[src/rtl/frame_sequencer_if.sv]
// Bus between the game-loop sequencer and the gameplay datapath.
// master : sequencer side (drives phase strobes and status, receives dones).
// slave  : datapath side (drives dones and map_redraw, receives strobes).
// Signals:
//   idle_done, check_collide_done, draw_map_done, draw_link_done,
//   draw_enemies_done : done levels from the datapath
//   map_redraw        : one-cycle request to repaint the map next frame
//   init .. draw_enemies : one-hot phase strobes
//   frame_count [15:0], timeout_err, state_dbg [3:0] : status
interface frame_sequencer_if;
  logic        idle_done;
  logic        check_collide_done;
  logic        draw_map_done;
  logic        draw_link_done;
  logic        draw_enemies_done;
  logic        map_redraw;

  logic        init;
  logic        idle;
  logic        gen_move;
  logic        check_collide;
  logic        apply_act_link;
  logic        move_enemies;
  logic        draw_map;
  logic        draw_link;
  logic        draw_enemies;
  logic [15:0] frame_count;
  logic        timeout_err;
  logic [3:0]  state_dbg;

  modport master (
    input  idle_done, check_collide_done, draw_map_done, draw_link_done,
           draw_enemies_done, map_redraw,
    output init, idle, gen_move, check_collide, apply_act_link, move_enemies,
           draw_map, draw_link, draw_enemies, frame_count, timeout_err, state_dbg
  );

  modport slave (
    output idle_done, check_collide_done, draw_map_done, draw_link_done,
           draw_enemies_done, map_redraw,
    input  init, idle, gen_move, check_collide, apply_act_link, move_enemies,
           draw_map, draw_link, draw_enemies, frame_count, timeout_err, state_dbg
  );
endinterface

[src/rtl/frame_sequencer.sv]
// Game-loop controller: steps the datapath through one frame of phases
// (idle, move gen, collision, apply, enemy move, map draw, Link draw,
// enemy draw) using one-hot Moore strobes, waits on done levels, and
// forces progress with a watchdog if a done never arrives.
// Ports:
//   clock : system clock
//   reset : asynchronous, active-high reset
//   bus   : frame_sequencer_if.master (dones in, strobes/status out)
// Parameters:
//   INIT_CYCLES : cycles spent in S_INIT after reset release (min 1)
//   WAIT_LIMIT  : max cycles in a done-wait phase before forced advance
module frame_sequencer #(
  parameter logic [3:0]  INIT_CYCLES = 4'd2,
  parameter logic [23:0] WAIT_LIMIT  = 24'd2_000_000
) (
  input  logic              clock,
  input  logic              reset,
  frame_sequencer_if.master bus
);

  typedef enum logic [3:0] {
    S_INIT   = 4'd0,
    S_IDLE   = 4'd1,
    S_GEN    = 4'd2,
    S_COLL   = 4'd3,
    S_APPLY  = 4'd4,
    S_EMOVE  = 4'd5,
    S_DMAP   = 4'd6,
    S_DLINK  = 4'd7,
    S_DENEMY = 4'd8
  } state_t;

  state_t      state_q, state_d;
  logic [3:0]  init_cnt_q, init_cnt_d;
  logic [23:0] wait_cnt_q, wait_cnt_d;
  logic [15:0] frame_count_q, frame_count_d;
  logic        map_pending_q, map_pending_d;
  logic        timeout_err_q, timeout_err_d;

  logic        cur_done;
  logic        wait_phase;
  logic        limit_hit;
  logic        exit_ok;

  // State register and all other flops; reset returns to S_INIT at once.
  always_ff @(posedge clock or posedge reset) begin
    if (reset) begin
      state_q       <= S_INIT;
      init_cnt_q    <= 4'd0;
      wait_cnt_q    <= 24'd0;
      frame_count_q <= 16'd0;
      map_pending_q <= 1'b0;
      timeout_err_q <= 1'b0;
    end else begin
      state_q       <= state_d;
      init_cnt_q    <= init_cnt_d;
      wait_cnt_q    <= wait_cnt_d;
      frame_count_q <= frame_count_d;
      map_pending_q <= map_pending_d;
      timeout_err_q <= timeout_err_d;
    end
  end

  // Select the done level that the current watched phase is waiting on.
  always_comb begin
    cur_done   = 1'b0;
    wait_phase = 1'b0;
    case (state_q)
      S_COLL: begin
        cur_done   = bus.check_collide_done;
        wait_phase = 1'b1;
      end
      S_DMAP: begin
        cur_done   = bus.draw_map_done;
        wait_phase = 1'b1;
      end
      S_DLINK: begin
        cur_done   = bus.draw_link_done;
        wait_phase = 1'b1;
      end
      S_DENEMY: begin
        cur_done   = bus.draw_enemies_done;
        wait_phase = 1'b1;
      end
      default: ;
    endcase
  end

  // The watchdog fires on the last allowed cycle of a watched phase and
  // takes the same exit a real done would have taken.
  assign limit_hit = wait_phase && (wait_cnt_q == (WAIT_LIMIT - 24'd1));
  assign exit_ok   = cur_done || limit_hit;

  // Next-state logic.
  always_comb begin
    state_d = state_q;
    case (state_q)
      S_INIT:   if (init_cnt_q == (INIT_CYCLES - 4'd1)) state_d = S_DMAP;
      S_IDLE:   if (bus.idle_done) state_d = S_GEN;
      S_GEN:    state_d = S_COLL;
      S_COLL:   if (exit_ok) state_d = S_APPLY;
      S_APPLY:  state_d = S_EMOVE;
      S_EMOVE:  state_d = map_pending_q ? S_DMAP : S_DLINK;
      S_DMAP:   if (exit_ok) state_d = S_DLINK;
      S_DLINK:  if (exit_ok) state_d = S_DENEMY;
      S_DENEMY: if (exit_ok) state_d = S_IDLE;
      default:  state_d = S_INIT;
    endcase
  end

  // Counters and flags. A map_redraw request is applied after the S_DMAP
  // exit clear so a request on the exit cycle survives into the next frame.
  always_comb begin
    init_cnt_d    = init_cnt_q;
    map_pending_d = map_pending_q;
    wait_cnt_d    = wait_cnt_q;
    frame_count_d = frame_count_q;
    timeout_err_d = timeout_err_q | (limit_hit & ~cur_done);

    if (state_q == S_INIT) begin
      init_cnt_d    = init_cnt_q + 4'd1;
      map_pending_d = 1'b1;
    end
    if ((state_q == S_DMAP) && (state_d != S_DMAP)) map_pending_d = 1'b0;
    if (bus.map_redraw) map_pending_d = 1'b1;

    if (state_d != state_q) begin
      wait_cnt_d = 24'd0;
    end else if (wait_phase) begin
      wait_cnt_d = wait_cnt_q + 24'd1;
    end

    if ((state_q == S_DENEMY) && (state_d == S_IDLE)) begin
      frame_count_d = frame_count_q + 16'd1;
    end
  end

  // Moore outputs decoded from the registered state only.
  always_comb begin
    bus.init           = 1'b0;
    bus.idle           = 1'b0;
    bus.gen_move       = 1'b0;
    bus.check_collide  = 1'b0;
    bus.apply_act_link = 1'b0;
    bus.move_enemies   = 1'b0;
    bus.draw_map       = 1'b0;
    bus.draw_link      = 1'b0;
    bus.draw_enemies   = 1'b0;
    case (state_q)
      S_INIT:   bus.init           = 1'b1;
      S_IDLE:   bus.idle           = 1'b1;
      S_GEN:    bus.gen_move       = 1'b1;
      S_COLL:   bus.check_collide  = 1'b1;
      S_APPLY:  bus.apply_act_link = 1'b1;
      S_EMOVE:  bus.move_enemies   = 1'b1;
      S_DMAP:   bus.draw_map       = 1'b1;
      S_DLINK:  bus.draw_link      = 1'b1;
      S_DENEMY: bus.draw_enemies   = 1'b1;
      default:  bus.init           = 1'b1;
    endcase
    bus.state_dbg   = state_q;
    bus.frame_count = frame_count_q;
    bus.timeout_err = timeout_err_q;
  end

endmodule

[src/flat_wrapper.sv]
// flat-port wrapper written by rule: the top's interface ports become plain ports
module frame_sequencer_flat 
#(
  parameter logic [3:0]  INIT_CYCLES = 4'd2,
  parameter logic [23:0] WAIT_LIMIT  = 24'd2_000_000
)
  (clock, reset, bus_idle_done, bus_check_collide_done, bus_draw_map_done, bus_draw_link_done, bus_draw_enemies_done, bus_map_redraw, bus_init, bus_idle, bus_gen_move, bus_check_collide, bus_apply_act_link, bus_move_enemies, bus_draw_map, bus_draw_link, bus_draw_enemies, bus_frame_count, bus_timeout_err, bus_state_dbg);
  frame_sequencer_if bus_i ();
  input  logic clock;
  input  logic reset;
  input wire logic [$bits(bus_i.idle_done)-1:0] bus_idle_done;
  input wire logic [$bits(bus_i.check_collide_done)-1:0] bus_check_collide_done;
  input wire logic [$bits(bus_i.draw_map_done)-1:0] bus_draw_map_done;
  input wire logic [$bits(bus_i.draw_link_done)-1:0] bus_draw_link_done;
  input wire logic [$bits(bus_i.draw_enemies_done)-1:0] bus_draw_enemies_done;
  input wire logic [$bits(bus_i.map_redraw)-1:0] bus_map_redraw;
  output wire logic [$bits(bus_i.init)-1:0] bus_init;
  output wire logic [$bits(bus_i.idle)-1:0] bus_idle;
  output wire logic [$bits(bus_i.gen_move)-1:0] bus_gen_move;
  output wire logic [$bits(bus_i.check_collide)-1:0] bus_check_collide;
  output wire logic [$bits(bus_i.apply_act_link)-1:0] bus_apply_act_link;
  output wire logic [$bits(bus_i.move_enemies)-1:0] bus_move_enemies;
  output wire logic [$bits(bus_i.draw_map)-1:0] bus_draw_map;
  output wire logic [$bits(bus_i.draw_link)-1:0] bus_draw_link;
  output wire logic [$bits(bus_i.draw_enemies)-1:0] bus_draw_enemies;
  output wire logic [$bits(bus_i.frame_count)-1:0] bus_frame_count;
  output wire logic [$bits(bus_i.timeout_err)-1:0] bus_timeout_err;
  output wire logic [$bits(bus_i.state_dbg)-1:0] bus_state_dbg;
  assign bus_i.idle_done = bus_idle_done;
  assign bus_i.check_collide_done = bus_check_collide_done;
  assign bus_i.draw_map_done = bus_draw_map_done;
  assign bus_i.draw_link_done = bus_draw_link_done;
  assign bus_i.draw_enemies_done = bus_draw_enemies_done;
  assign bus_i.map_redraw = bus_map_redraw;
  assign bus_init = bus_i.init;
  assign bus_idle = bus_i.idle;
  assign bus_gen_move = bus_i.gen_move;
  assign bus_check_collide = bus_i.check_collide;
  assign bus_apply_act_link = bus_i.apply_act_link;
  assign bus_move_enemies = bus_i.move_enemies;
  assign bus_draw_map = bus_i.draw_map;
  assign bus_draw_link = bus_i.draw_link;
  assign bus_draw_enemies = bus_i.draw_enemies;
  assign bus_frame_count = bus_i.frame_count;
  assign bus_timeout_err = bus_i.timeout_err;
  assign bus_state_dbg = bus_i.state_dbg;
  frame_sequencer #(.INIT_CYCLES(INIT_CYCLES), .WAIT_LIMIT(WAIT_LIMIT)) u_core (.clock(clock), .reset(reset), .bus(bus_i));
endmodule
[config.mk]
export PLATFORM = sky130hd
export DESIGN_NAME = frame_sequencer_flat
export DESIGN_NICKNAME = d
export VERILOG_FILES = /design/src/rtl/frame_sequencer_if.sv /design/src/rtl/frame_sequencer.sv /design/src/flat_wrapper.sv
export SDC_FILE = /design/constraint.sdc
export NUM_CORES = 1
export LEC_CHECK = 0
export BUFFER_PORTS_ARGS = -buffer_cell sky130_fd_sc_hd__buf_2
export CAP_MARGIN = 20
export CORE_ASPECT_RATIO = 0.9
export CORE_MARGIN = 2
export CORE_UTILIZATION = 45
export DETAILED_ROUTE_END_ITERATION = 6
export PLACE_DENSITY = 0.67
export SKIP_LAST_GASP = 1
export SLEW_MARGIN = 20
export SYNTH_ARGS = -nofsm -noshare
export SYNTH_HDL_FRONTEND = slang
export SYNTH_SLANG_ARGS = --single-unit
[constraint.sdc]
create_clock -name clock -period 2.5 [get_ports clock]
set_clock_uncertainty 0.05 [all_clocks]
set_input_delay 0.25 -clock clock [delete_from_list [all_inputs] [get_ports clock]]
set_output_delay 0.25 -clock clock [all_outputs]
set_load 0.02 [all_outputs]
### Word level (Yosys, flattened, before mapping)

Index checks and enable logic that the tools add are counted.

* register bits: 50
* input port bits: 8
* output and inout bits: 30

* $add $sub $neg: 3
* equal/unequal tests: 13
* multiplexer cells: 24
* bitwise operators: 3
* reduce and logical (&&, ||, !) cells: 9

Operator list (number)
* $mux W24: 2
* $pmux W4 S9: 1
* $add A24 B1 Y24 const B: 1
* $eq A24 B21 Y1 const B: 1
* $mux W4: 6
* $add A16 B1 Y16 const B: 1
* $eq A4 B3 Y1 const B: 4
* $mux W1: 14
* $eq A4 B1 Y1 const B: 3
* $eq A4 B2 Y1 const B: 2
* $reduce_or A8 Y1: 1
* $add A4 B1 Y4 const B: 1
* $eq A4 B4 Y1 const B: 1
* $logic_not A4 Y1: 1
* $ne A4 B3 Y1 const B: 1
* $ne A4 B4 Y1: 1
* $pmux W1 S4: 1
* $reduce_or A4 Y1: 1
* $logic_and A1 B1 Y1: 3
* $reduce_bool A3 Y1: 1
* $reduce_bool A2 Y1: 1
* $and A1 B1 Y1: 1
* $logic_or A1 B1 Y1: 1
* $not A1 Y1: 1
* $or A1 B1 Y1: 1

### Depth between registers and ports, before layout

Gate-level depths: netlist (run 1).

* depth in word-level cells: 11
* gate-level depth with buffers: 10
* mapped depth without buffers: 8

### Least setup slack after synthesis (run 1)

Ideal clock, no wire load.

* path type: reg2reg
* from: register u_core.state_q[2], in the netlist u_core.bus.state_dbg[2]
* to: register u_core.wait_cnt_q[12]
* data arrival time: 2.565 ns
* data required time: 2.331 ns
* path slack: -0.233 ns
* cell stages (with the launch flop): 9
* buffers on the path: 2
* cell sequence: dfrtp_1 -> buf_2 -> nor4bb_1 -> a22oi_1 -> nand2_1 -> nor3_2 -> o31ai_4 -> buf_6 -> nor2_1

* word-level cells in the longest chain between the ends: 9
* elaborated cells on any way between the ends: 24
* classes of those cells: 9 x eq/ne; 10 x mux; 5 x reduce/logical

Ends and longest elaborated chain
* start, declared: line frame_sequencer.sv:33 `state_t state_q, state_d;`
* start signal, assigned: line frame_sequencer.sv:55 `state_q <= state_d;`
* $eq A4 B2 Y1, or another cell as far along: line frame_sequencer.sv:68, frame_sequencer.sv:97
* $reduce_or A4 Y1 (no source line)
* $mux W1: line frame_sequencer.sv:68 `case (state_q)`
* $logic_and A1 B1 Y1: line frame_sequencer.sv:91 `assign limit_hit = wait_phase && (wait_cnt_q == (WAIT_LIMIT - 24'd1));`
* $logic_or A1 B1 Y1: line frame_sequencer.sv:92 `assign exit_ok = cur_done || limit_hit;`
* $mux W4, on equally long branches
* $pmux W4 S9: line frame_sequencer.sv:97 `case (state_q)`
* $ne A4 B4 Y1: line frame_sequencer.sv:127 `if (state_d != state_q) begin`
* $mux W24 / $reduce_bool A2 Y1 (equally long branches)
* end signal, assigned: line frame_sequencer.sv:57 `wait_cnt_q <= wait_cnt_d;`
* end, declared: line frame_sequencer.sv:35 `logic [23:0] wait_cnt_q, wait_cnt_d;`

Parallel ways exist; a longest one is shown, timed or not.
A chain may end at the register's enable or synchronous reset.

### Worst setup path in the final report (run 1)

* from: register u_core.state_q[0], in the netlist u_core.bus.state_dbg[0]
* to: register u_core.wait_cnt_q[1]

Same word-level chain as after synthesis.

==> results of run 1 <==
-- flip-flops by register name, indices dropped and copies added (netlist names) --
signal / flops
u_core.bus.timeout_err: 1
u_core.init_cnt_q: 4
u_core.map_pending_q: 1
u_core.bus.frame_count: 16
u_core.bus.state_dbg: 4
u_core.wait_cnt_q: 24
-- worst reg2reg max path, cell delays in order, from the launching register on --
cell                      delay, ns
sky130_fd_sc_hd__dfrtp_1       0.40
sky130_fd_sc_hd__or4b_1        0.54
sky130_fd_sc_hd__o21a_4        0.17
sky130_fd_sc_hd__nor4b_4       0.27
sky130_fd_sc_hd__buf_4         0.22
sky130_fd_sc_hd__o211a_4       0.22
sky130_fd_sc_hd__o31ai_4       0.09
sky130_fd_sc_hd__buf_12        0.17
sky130_fd_sc_hd__a21oi_1       0.12
-- repair_timing --
item,in CTS,in global routing
hold buffers,1,0
endpoints found under the setup margin,0,6
gates resized for setup,0,3
endpoints found under the hold margin,28,0
-- where the power goes --
part,internal (mW),switching (mW),total [mW]
registers,0.887,0.0646,0.952
logic,0.458,0.695,1.15
clock network,0.298,0.277,0.575
total,1.64,1.04,2.68
-- final cells by class --
type                       instances  share of cell area [%]
sequential                        50                    39.9
timing repair buffer              53                    10.2
inverter                           8                   0.957
tap                               70                    2.79
multi-input combinational        199                    42.5
clock inverter                     3                    1.44
clock buffer                       5                    2.19
-- kinds of logic after synthesis --
group / count (synthesis) / share of synthesized area (%)
fa+ha+maj: 4 / 1.90
flops: 50 / 47.4
mux: 3 / 1.23
simple gates: 124 / 25.0
buf+inv: 16 / 2.94
compound gates: 24 / 6.93
xor+xnor: 44 / 14.6
-- how the worst max path moves through the flow --
| stage | startpoint | endpoint | slack (ns) | cells after the start |
|---|---|---|---|---|
| finish | u_core.bus.state_dbg[0] | u_core.wait_cnt_q[1] | 0.17 | 8 |
| CTS | u_core.bus.state_dbg[2] | u_core.bus.frame_count[1] | 0.13 | 8 |
| global placement | u_core.bus.state_dbg[1] | u_core.wait_cnt_q[18] | 0.20 | 8 |
| global route | u_core.bus.state_dbg[1] | u_core.bus.state_dbg[2] | 0.02 | 7 |
| floorplan | u_core.bus.state_dbg[2] | u_core.wait_cnt_q[12] | -0.1 | 9 |
| detailed placement | u_core.bus.state_dbg[1] | u_core.bus.state_dbg[2] | 0.14 | 7 |
-- through the flow --
stage	TNS [ns]	hold slack [ns]
after floorplan	-1.95	0.300
after global placement	0	0.307
after detailed placement	0	0.305
after CTS	0	0.0729
after global routing	0	0.0697
final	0	0.0791
-- per-layer routing --
metal  share of wire, %  global-route usage, %  vias up  wire length (um)
met5                  0                      0        -                 0
met4               0.50                   4.44        0                26
met3                3.5                   3.47        4               181
met2                 47                   28.3       37              2450
met1                 49                   25.3      975              2580
li1                   -                      -     1011                 -
-- layout by cell type (no fill, tap or decap), types with 7 or more instances in the layout --
| master | instances |
|---|---|
| sky130_fd_sc_hd__nand4_1 | 7 |
| sky130_fd_sc_hd__nor2_1 | 38 |
| sky130_fd_sc_hd__dfrtp_1 | 49 |
| sky130_fd_sc_hd__nand2_1 | 17 |
| sky130_fd_sc_hd__xnor2_1 | 24 |
| sky130_fd_sc_hd__xor2_1 | 20 |
| sky130_fd_sc_hd__nand2b_1 | 7 |
| sky130_fd_sc_hd__inv_1 | 7 |
| sky130_fd_sc_hd__nand3_1 | 14 |
| sky130_fd_sc_hd__buf_4 | 14 |
| sky130_fd_sc_hd__nor3_1 | 9 |
| sky130_fd_sc_hd__buf_2 | 37 |
==> out/qor.tcl, run 1 <==
set qor(status) {completed}
set qor(grt_antenna_before_repair) 0
set qor(grt_pass1_wl_mm) 9.58
set qor(multi_input_area_um2) 1330
set qor(power.ir.vdd_worst_uv) 608
set qor(timing.final.crit_period_ns) 2.33
set qor(placement_rows) 26
set qor(fin_max_slew_vios) 0
set qor(areaGrowthSynthToFinish_pct) 19.0
set qor(power.total_mw) 2.68
set qor(class_of_the_most_critical_setup_path) {flip-flop to flip-flop}
set qor(fin_crit_sh_pct) 93.3
set qor(h-tree-depth) 2
set qor(numPlacedInstances) 379
set qor(worstSetupEndpointType) {flip-flop}
set qor(critical_path.n_buffers_inverters) 2
set qor(synth_flop_type) {sky130_fd_sc_hd__dfrtp_1}
set qor(r2r-end) {u_core.wait_cnt_q[1]}
set qor(stdcell_area_um2) 3140
set qor(worstMarginPinSlew_ns) 0.599
set qor(p_leak_nw) 1.45
set qor(worst_hold_startpoint) {bus_map_redraw}
set qor(final.fill_count) 542
set qor(timing.final.ws_setup_ns) 0.167
set qor(start_util_pct) 46.6
set qor(synthesis.area_per_instance_um2) 9.95
set qor(synth.yosys.warnings) 0
set qor(timing.critical_path.max_delay_family) {simple AND/OR/NAND/NOR gates}
set qor(ys_types) 45
set qor(relative_slew_slack_pct) 60.0
set qor(die_height_um) 76.6
set qor(grtUsageTotal_pct) 17.9
set qor(maxClockFrequency_ghz) 0.429
set qor(setup_violations) 0
set qor(via_count) 2027
set qor(critical_path_peak_fanout) 24
set qor(synth_seq_area_share_pct) 47.4
set qor(hold_depth) 2
set qor(portBuffers) 37
set qor(routed_via_density) 5.22
set qor(drive_above_1_share_pct) 23.9
set qor(floorplan.die_area_um2) 6490
set qor(core_um2) 5660
set qor(drt_drc_violations_left) 0
set qor(syn_area_um2) 2640
set qor(yosys.area.top_type) {sky130_fd_sc_hd__dfrtp_1}
set qor(power_density_nw_per_um2) 854
set qor(synth_enable_flop_cells) 0
set qor(worstPathCellList) {or4b_1 -> o21a_4 -> nor4b_4 -> buf_4 -> o211a_4 -> o31ai_4 -> buf_12 -> a21oi_1}
set qor(die_span_x_um) 84.7
set qor(maxCapViolCount) 0
set qor(final-seq-area_um2) 1250
set qor(crit_path_max_incr_delay_ns) 0.54
set qor(postSynthCellCount) 265
set qor(number_of_detailed_route_iterations_in_the_first_pass) 4
set qor(root_buffer) {sky130_fd_sc_hd__clkbuf_8}
set qor(rsz0062_at_grt) {no}
set qor(worstSkewPairLatency_ns) 0.30
set qor(critical_path.slowest_cell) {sky130_fd_sc_hd__or4b_1}
set qor(post-cts-setup-buffer-count) 0
set qor(synth.most_common_cell) {sky130_fd_sc_hd__dfrtp_1}
set qor(i_o_pin_total) 38
set qor(timing.final.hold_violations) 0
set qor(worstPathArrival_ns) 2.51
set qor(post_synth_main_area_contributors) {sky130_fd_sc_hd__dfrtp_1 47%, sky130_fd_sc_hd__xnor2_1 8.0%, sky130_fd_sc_hd__xor2_1 6.6%, sky130_fd_sc_hd__nor2_1 5.4%, sky130_fd_sc_hd__nand3_1 2.7%}
set qor(synthDominantCellAreaShare_pct) 47.4
set qor(post_dp_cell_area_um2) 3000
set qor(synth_fp_nets) 277
set qor(design.final.nets) 329
set qor(holdCritPathClass) {primary input to flip-flop}
set qor(avgRoutedWirePerCell_um) 13.5
set qor(crit_path_start_kind) {flip-flop}
set qor(netlist_top_cells_count) {50 x sky130_fd_sc_hd__dfrtp_1, 38 x sky130_fd_sc_hd__nor2_1, 24 x sky130_fd_sc_hd__xnor2_1}
set qor(clk_pin_slew_ns) 0.09
set qor(final_core_util_pct) 55.4
set qor(count_of_placed_standard_cells_in_the_final_layout_fillers_left_out) 388
set qor(post_synth_arst_share_pct) 100
set qor(grt_max_degree) 31
set qor(globalRoute.totalOverflow) 0
set qor(r2r_start) {u_core.bus.state_dbg[0]}
set qor(antenna_cells) 0
set qor(tritoncts) {yes}
set qor(pre_cts_setup_slack_ns) 0.145
set qor(cp.required_ns) 2.68
set qor(routed_wl_mm) 5.23
set qor(timing.hold.worst_endpoint) {u_core.map_pending_q}
set qor(postRouteAntennaNets) 0
set qor(grt_pass1_vias) 2032
set qor(drt_iter0_drc) 69
set qor(gp_congestion) 0.863
set qor(regToRegSetupSlack_ns) 0.17
set qor(worst-r2r-cell-count) 8
set qor(dp_hpwl_mm) 3.80
set qor(cts.sink_count) 50
set qor(yosys_register_bits) 50
set qor(number_of_buffers_added_by_the_clock_tree_synthesis_step) 5
set qor(cts.path.max_buffers) 2
No activity file was read; power rests on OpenSTA's default activity.
==> run 2, diff against run 1 <==
- BUFFER_PORTS_ARGS: -buffer_cell sky130_fd_sc_hd__buf_2 -> default
- DONT_BUFFER_PORTS: default -> 1
- PLACE_DENSITY: 0.67 -> 0.61
==> out/qor.tcl, run 2 (synthesis results as in run 1) <==
set qor(layout_commonest_cell) {sky130_fd_sc_hd__dfrtp_1}
set qor(class_of_the_most_critical_setup_path) {flip-flop to flip-flop}
set qor(cp.required_ns) 2.65 ;# -0.03 ns
set qor(status) {completed}
set qor(grtUsageTotal_pct) 17.0 ;# -0.93 points
set qor(clk_pin_slew_ns) 0.09 ;# about the same
set qor(post_dp_cell_area_um2) 2830 ;# -5.7%
set qor(h-tree-depth) 2 ;# unchanged
set qor(stdcell_area_um2) 2970 ;# -5.3%
set qor(postRouteAntennaNets) 0 ;# unchanged
set qor(timing.hold.worst_endpoint) {u_core.bus.state_dbg[1]}
set qor(placement_rows) 26 ;# unchanged
set qor(number_of_detailed_route_iterations_in_the_first_pass) 4 ;# unchanged
set qor(critical_path_peak_fanout) 24 ;# unchanged
set qor(grt_pass1_vias) 1942 ;# -4.4%
set qor(worst-r2r-cell-count) 8 ;# unchanged
set qor(power.ir.vdd_worst_uv) 508 ;# -16%
set qor(i_o_pin_total) 38 ;# unchanged
set qor(largest_register_ffs) 24 ;# unchanged
set qor(floorplan.die_area_um2) 6490 ;# unchanged
set qor(holdWs_ns) 0.216 ;# +0.137 ns
set qor(count_of_placed_standard_cells_in_the_final_layout_fillers_left_out) 355 ;# -8.5%
set qor(cts.path.max_buffers) 2 ;# unchanged
set qor(design.final.nets) 296 ;# -10%
set qor(timing.final.hold_violations) 0 ;# unchanged
set qor(share_clk_of_total_power_pct) 19.7 ;# -1.7 points
set qor(p_leak_nw) 1.29 ;# -11%
set qor(grt_max_degree) 27 ;# -13%
set qor(critical_path.slowest_cell) {sky130_fd_sc_hd__or4b_4}
set qor(worstPathCellList) {or4b_4 -> o21a_4 -> nor4b_4 -> buf_4 -> nor3_2 -> o31ai_4 -> buf_12 -> nor2_1}
set qor(drt_drc_violations_left) 0 ;# unchanged
set qor(antenna_cells) 0 ;# unchanged
set qor(timing.final.crit_period_ns) 2.38 ;# +0.0473 ns
set qor(dp_hpwl_mm) 3.66 ;# -3.7%
set qor(r2r_start) {u_core.bus.state_dbg[2]}
set qor(worstPathArrival_ns) 2.53 ;# +0.02 ns
set qor(hold_depth) 3 ;# +1
set qor(largest-register) {u_core.wait_cnt_q}
set qor(grt_antenna_before_repair) 0 ;# unchanged
set qor(die_span_x_um) 84.7 ;# unchanged
set qor(routed_wl_mm) 5.20 ;# -0.65%
set qor(layout.cells.most_common_list) {49 x sky130_fd_sc_hd__dfrtp_1, 38 x sky130_fd_sc_hd__nor2_1, 24 x sky130_fd_sc_hd__xnor2_1}
set qor(numPlacedInstances) 344 ;# -9.2%
set qor(start_util_pct) 46.6 ;# unchanged
set qor(crit_path_start_kind) {flip-flop}
set qor(setup_violations) 0 ;# unchanged
set qor(via_count) 1943 ;# -4.1%
set qor(worstMarginPinSlew_ns) 0.620 ;# +0.0211 ns
set qor(drt_iter0_drc) 98 ;# +42%
set qor(routed_via_density) 5.47 ;# +4.8%
set qor(maxCapViolCount) 0 ;# unchanged
set qor(fin_crit_sh_pct) 95.2 ;# +1.9 points
set qor(worst_hold_startpoint) {bus_idle_done}
set qor(r2r-end) {u_core.wait_cnt_q[15]}
set qor(power.share.sequential_pct) 38.4 ;# +2.9 points
set qor(number_of_buffers_added_by_the_clock_tree_synthesis_step) 5 ;# unchanged
set qor(holdCritPathClass) {primary input to flip-flop}
set qor(totalNegativeSetupSlack_ns) 0 ;# unchanged
set qor(worstSkewPairLatency_ns) 0.31 ;# about the same
set qor(worstSetupEndpointType) {flip-flop}
set qor(timing.final.ws_setup_ns) 0.119 ;# -0.0473 ns
set qor(gp_congestion) 0.815 ;# -5.6%
set qor(root_buffer) {sky130_fd_sc_hd__clkbuf_8}
set qor(maxClockFrequency_ghz) 0.420 ;# -2.0%
set qor(cts.sink_count) 50 ;# unchanged
set qor(pwr-share-comb_pct) 42.0 ;# -1.0 points
set qor(drive_above_1_share_pct) 14.4 ;# -9.5 points
set qor(areaGrowthSynthToFinish_pct) 12.7
set qor(grt_pass1_wl_mm) 9.02 ;# -5.8%
set qor(rsz0062_at_grt) {no}
set qor(fin_max_slew_vios) 0 ;# unchanged
set qor(globalRoute.totalOverflow) 0 ;# unchanged
set qor(power_density_nw_per_um2) 850 ;# -0.41%
set qor(netSwitchingPower_mw) 1.03 ;# -1.0%
set qor(relative_slew_slack_pct) 58.3 ;# -1.7 points
set qor(final_core_util_pct) 52.5 ;# -2.9 points
set qor(crit_path_max_incr_delay_ns) 0.54 ;# about the same
set qor(regToRegSetupSlack_ns) 0.12 ;# -0.05 ns
set qor(portBuffers) 0 ;# -100%
set qor(power.total_mw) 2.53 ;# -5.7%
set qor(core_um2) 5660 ;# unchanged
set qor(netSwitchingFraction_pct) 40.6 ;# +1.9 points
set qor(post-cts-setup-buffer-count) 0 ;# unchanged
set qor(die_height_um) 76.6 ;# unchanged
set qor(pre_cts_setup_slack_ns) 0.0986 ;# -0.0461 ns
set qor(p_int_mw) 1.50 ;# -8.6%
set qor(tritoncts) {yes}
set qor(avgRoutedWirePerCell_um) 14.6 ;# +8.6%
[run 2: changes by cell type in the layout (fill, tap and decap cells not counted), sizes merged]
cell	delta
clkinvlp	-2
bufinv	-1
buf	-35
inv	+2
clkinv	+1
dlygate4sd3	+2
[run 2: area by class of cell]
cell class | instances | area [um^2]
flip-flops and latches | 50 | 1250
inverters | 8 | 30.0
fillers | 520 | 2690
clock inverters | 3 | 28.8
repair buffers | 20 | 170
well taps | 70 | 87.6
multi-input cells | 199 | 1340
clock buffers | 5 | 68.8
[run 2: worst max path at each step]
stage | startpoint | end | slack, ns | depth (start not counted)
floorplan | u_core.bus.state_dbg[2] | u_core.wait_cnt_q[12] | -0.1 | 9
global placement | u_core.bus.state_dbg[2] | u_core.bus.frame_count[1] | 0.17 | 7
detailed placement | u_core.bus.state_dbg[2] | u_core.wait_cnt_q[15] | 0.1 | 8
CTS | u_core.bus.state_dbg[2] | u_core.wait_cnt_q[21] | 0.07 | 8
global route | u_core.bus.state_dbg[2] | u_core.bus.frame_count[1] | 0.02 | 7
finish | u_core.bus.state_dbg[2] | u_core.wait_cnt_q[15] | 0.12 | 8
[run 2: critical path, delay by kind of cell, from the launching register on]
family	cells	cell delay (ns)
AO/OA/AOI/OAI	2	0.39
buffers and inverters	2	0.41
AND/OR/NAND/NOR	4	0.95
flip-flops	1	0.48
[run 2: timing repair]
item                                    4_1_cts  5_1_grt
gates resized for setup                       0        2
hold endpoints to repair                     26        0
endpoints found under the setup margin        0       33
hold buffers                                  3        0
[run 2: power by group through the flow]
| stage | Sequential, mW | Clock, mW | Combinational [mW] |
|---|---|---|---|
| 3_3_place_gp | 0.981 | 0 | 1.04 |
| 3_5_place_dp | 0.983 | 0 | 1.06 |
| 2_1_floorplan | 1.01 | 0 | 0.792 |
| 5_1_grt | 0.982 | 0.548 | 1.15 |
| 6_report | 0.970 | 0.498 | 1.06 |
| 4_1_cts | 0.966 | 0.519 | 1.06 |
[run 2: layer usage]
metal  vias up  track usage, %  share of wire [%]
li1        952               -                  -
met1       931            23.3                 47
met2        54            25.7                 46
met3         6            5.09                5.8
met4         0            5.56                1.1
met5         -               0                  0
==> run 3, diff against run 2 <==
- REMOVE_ABC_BUFFERS: default -> 1
==> out/qor.tcl, run 3 (synthesis results as in run 1) <==
set qor(power.ir.vdd_worst_uv) 500 ;# -1.6%
set qor(via_count) 1934 ;# -0.46%
set qor(largest-register) {u_core.wait_cnt_q}
set qor(p_leak_nw) 1.32 ;# +2.6%
set qor(cp.required_ns) 2.65 ;# about the same
set qor(start_util_pct) 46.6 ;# unchanged
set qor(fin_crit_sh_pct) 96.2 ;# +0.95 points
set qor(regToRegSetupSlack_ns) 0.1 ;# -0.02 ns
set qor(grt_pass1_wl_mm) 8.60 ;# -4.6%
set qor(number_of_buffers_added_by_the_clock_tree_synthesis_step) 5 ;# unchanged
set qor(placement_rows) 26 ;# unchanged
set qor(design.final.nets) 298 ;# +0.68%
set qor(floorplan.die_area_um2) 6490 ;# unchanged
set qor(largest_register_ffs) 24 ;# unchanged
set qor(grt_pass1_vias) 1853 ;# -4.6%
set qor(grt_antenna_before_repair) 0 ;# unchanged
set qor(grtUsageTotal_pct) 16.3 ;# -0.63 points
set qor(portBuffers) 0 ;# unchanged
set qor(grt_max_degree) 51 ;# +89%
set qor(dp_hpwl_mm) 3.36 ;# -8.2%
set qor(final_core_util_pct) 53.4 ;# +0.88 points
set qor(post_dp_cell_area_um2) 2800 ;# -1.1%
set qor(stdcell_area_um2) 3020 ;# +1.7%
set qor(routed_via_density) 5.42 ;# -1.0%
set qor(layout.cells.most_common_list) {50 x sky130_fd_sc_hd__dfrtp_1, 38 x sky130_fd_sc_hd__nor2_1, 24 x sky130_fd_sc_hd__xnor2_1}
set qor(maxCapViolCount) 0 ;# unchanged
set qor(root_buffer) {sky130_fd_sc_hd__clkbuf_8}
set qor(die_height_um) 76.6 ;# unchanged
set qor(layout_commonest_cell) {sky130_fd_sc_hd__dfrtp_1}
set qor(gp_congestion) 0.784 ;# -3.8%
set qor(routed_wl_mm) 5.06 ;# -2.7%
set qor(antenna_cells) 0 ;# unchanged
set qor(avgRoutedWirePerCell_um) 14.2 ;# -3.2%
set qor(class_of_the_most_critical_setup_path) {flip-flop to flip-flop}
set qor(tritoncts) {yes}
set qor(cts.path.max_buffers) 2 ;# unchanged
set qor(worstSkewPairLatency_ns) 0.31 ;# about the same
set qor(drive_above_1_share_pct) 13.9 ;# -0.45 points
set qor(relative_slew_slack_pct) 58.4 ;# about the same
set qor(die_span_x_um) 84.7 ;# unchanged
set qor(worstPathArrival_ns) 2.55 ;# +0.02 ns
set qor(i_o_pin_total) 38 ;# unchanged
set qor(setup_violations) 0 ;# unchanged
set qor(globalRoute.totalOverflow) 0 ;# unchanged
set qor(timing.final.crit_period_ns) 2.40 ;# +0.0238 ns
set qor(worstSetupEndpointType) {flip-flop}
set qor(worstMarginPinSlew_ns) 0.620 ;# -0.000821 ns
set qor(maxClockFrequency_ghz) 0.416 ;# -0.99%
set qor(drt_iter0_drc) 113 ;# +15%
set qor(drt_drc_violations_left) 0 ;# unchanged
set qor(postRouteAntennaNets) 0 ;# unchanged
set qor(power_density_nw_per_um2) 921 ;# +8.3%
set qor(crit_path_start_kind) {flip-flop}
set qor(number_of_detailed_route_iterations_in_the_first_pass) 4 ;# unchanged
set qor(timing.final.hold_violations) 0 ;# unchanged
set qor(critical_path_peak_fanout) 12 ;# -50%
set qor(status) {completed}
set qor(fin_max_slew_vios) 0 ;# unchanged
set qor(cts.sink_count) 50 ;# unchanged
set qor(clk_pin_slew_ns) 0.10 ;# about the same
set qor(core_um2) 5660 ;# unchanged
set qor(areaGrowthSynthToFinish_pct) 14.6
set qor(holdCritPathClass) {primary input to flip-flop}
set qor(h-tree-depth) 2 ;# unchanged
==> run 3: critical path, stage by stage (launching register included) <==
cell and delay [ns]:
sky130_fd_sc_hd__dfrtp_1 0.39, sky130_fd_sc_hd__or4b_4 0.56, sky130_fd_sc_hd__o21a_2 0.19, sky130_fd_sc_hd__nor4b_4 0.27, sky130_fd_sc_hd__buf_4 0.18, sky130_fd_sc_hd__buf_4 0.13, sky130_fd_sc_hd__o22ai_1 0.09, sky130_fd_sc_hd__o31ai_4 0.08
sky130_fd_sc_hd__buf_6 0.16, sky130_fd_sc_hd__buf_12 0.13, sky130_fd_sc_hd__nor2_1 0.05
==> run 3: layout make-up <==
cell class                 count  area [um^2]
inverter                       8         30.0
fill                         542         2640
tap                           70         87.6
clock inverter                 2         38.8
sequential                    50         1250
timing repair buffer          22          218
clock buffer                   6         82.6
multi-input combinational    199         1320
==> run 3: where the power goes <==
| group | switching (mW) | leakage (nW) | total (mW) | internal, mW |
|---|---|---|---|---|
| logic | 0.707 | 0.586 | 1.23 | 0.521 |
| registers | 0.0684 | 0.674 | 0.954 | 0.886 |
| clock network | 0.273 | 0.0618 | 0.603 | 0.329 |
==> run 3: repair_timing <==
action | 4_1_cts | 5_1_grt
setup buffers | 0 | 2
resized for setup | 0 | 6
setup endpoints to repair | 0 | 35
endpoints found under the hold margin | 52 | 0
hold buffers | 3 | 0
==> run 3: per-stage QoR <==
stage	setup TNS (ns)	total power, mW	cells	hold WS (ns)	worst slack [ns]
finish	0	2.79	357	0.215	0.0957
global route	-0.332	2.96	357	0.228	-0.0324
CTS	0	2.60	353	0.206	0.0505
detailed placement	0	1.99	342	0.291	0.0809
global placement	0	1.99	342	0.288	0.114
floorplan	-16.69	1.70	257	0.301	-0.547
==> run 3: path summary, 6_finish.rpt <==
kind	cells past startpoint	endpoint	start
min reg2reg	1	u_core.init_cnt_q[3]	u_core.init_cnt_q[3]
min in group asynchronous	3	u_core.bus.frame_count[4]	reset
max	10	u_core.wait_cnt_q[15]	u_core.bus.state_dbg[1]
max reg2reg	10	u_core.wait_cnt_q[15]	u_core.bus.state_dbg[1]
min	3	u_core.bus.state_dbg[1]	bus_idle_done
max in group asynchronous	3	u_core.wait_cnt_q[22]	reset
==> run 3: per-layer routing <==
metal / track usage (%) / vias to the layer above / share of wire [%] / wire (um)
li1: - / 961 / - / -
met1: 23.7 / 931 / 50 / 2540
met2: 24.1 / 34 / 44 / 2240
met3: 3.68 / 8 / 4.1 / 206
met4: 5.71 / 0 / 1.4 / 70
met5: 0 / - / 0 / 0
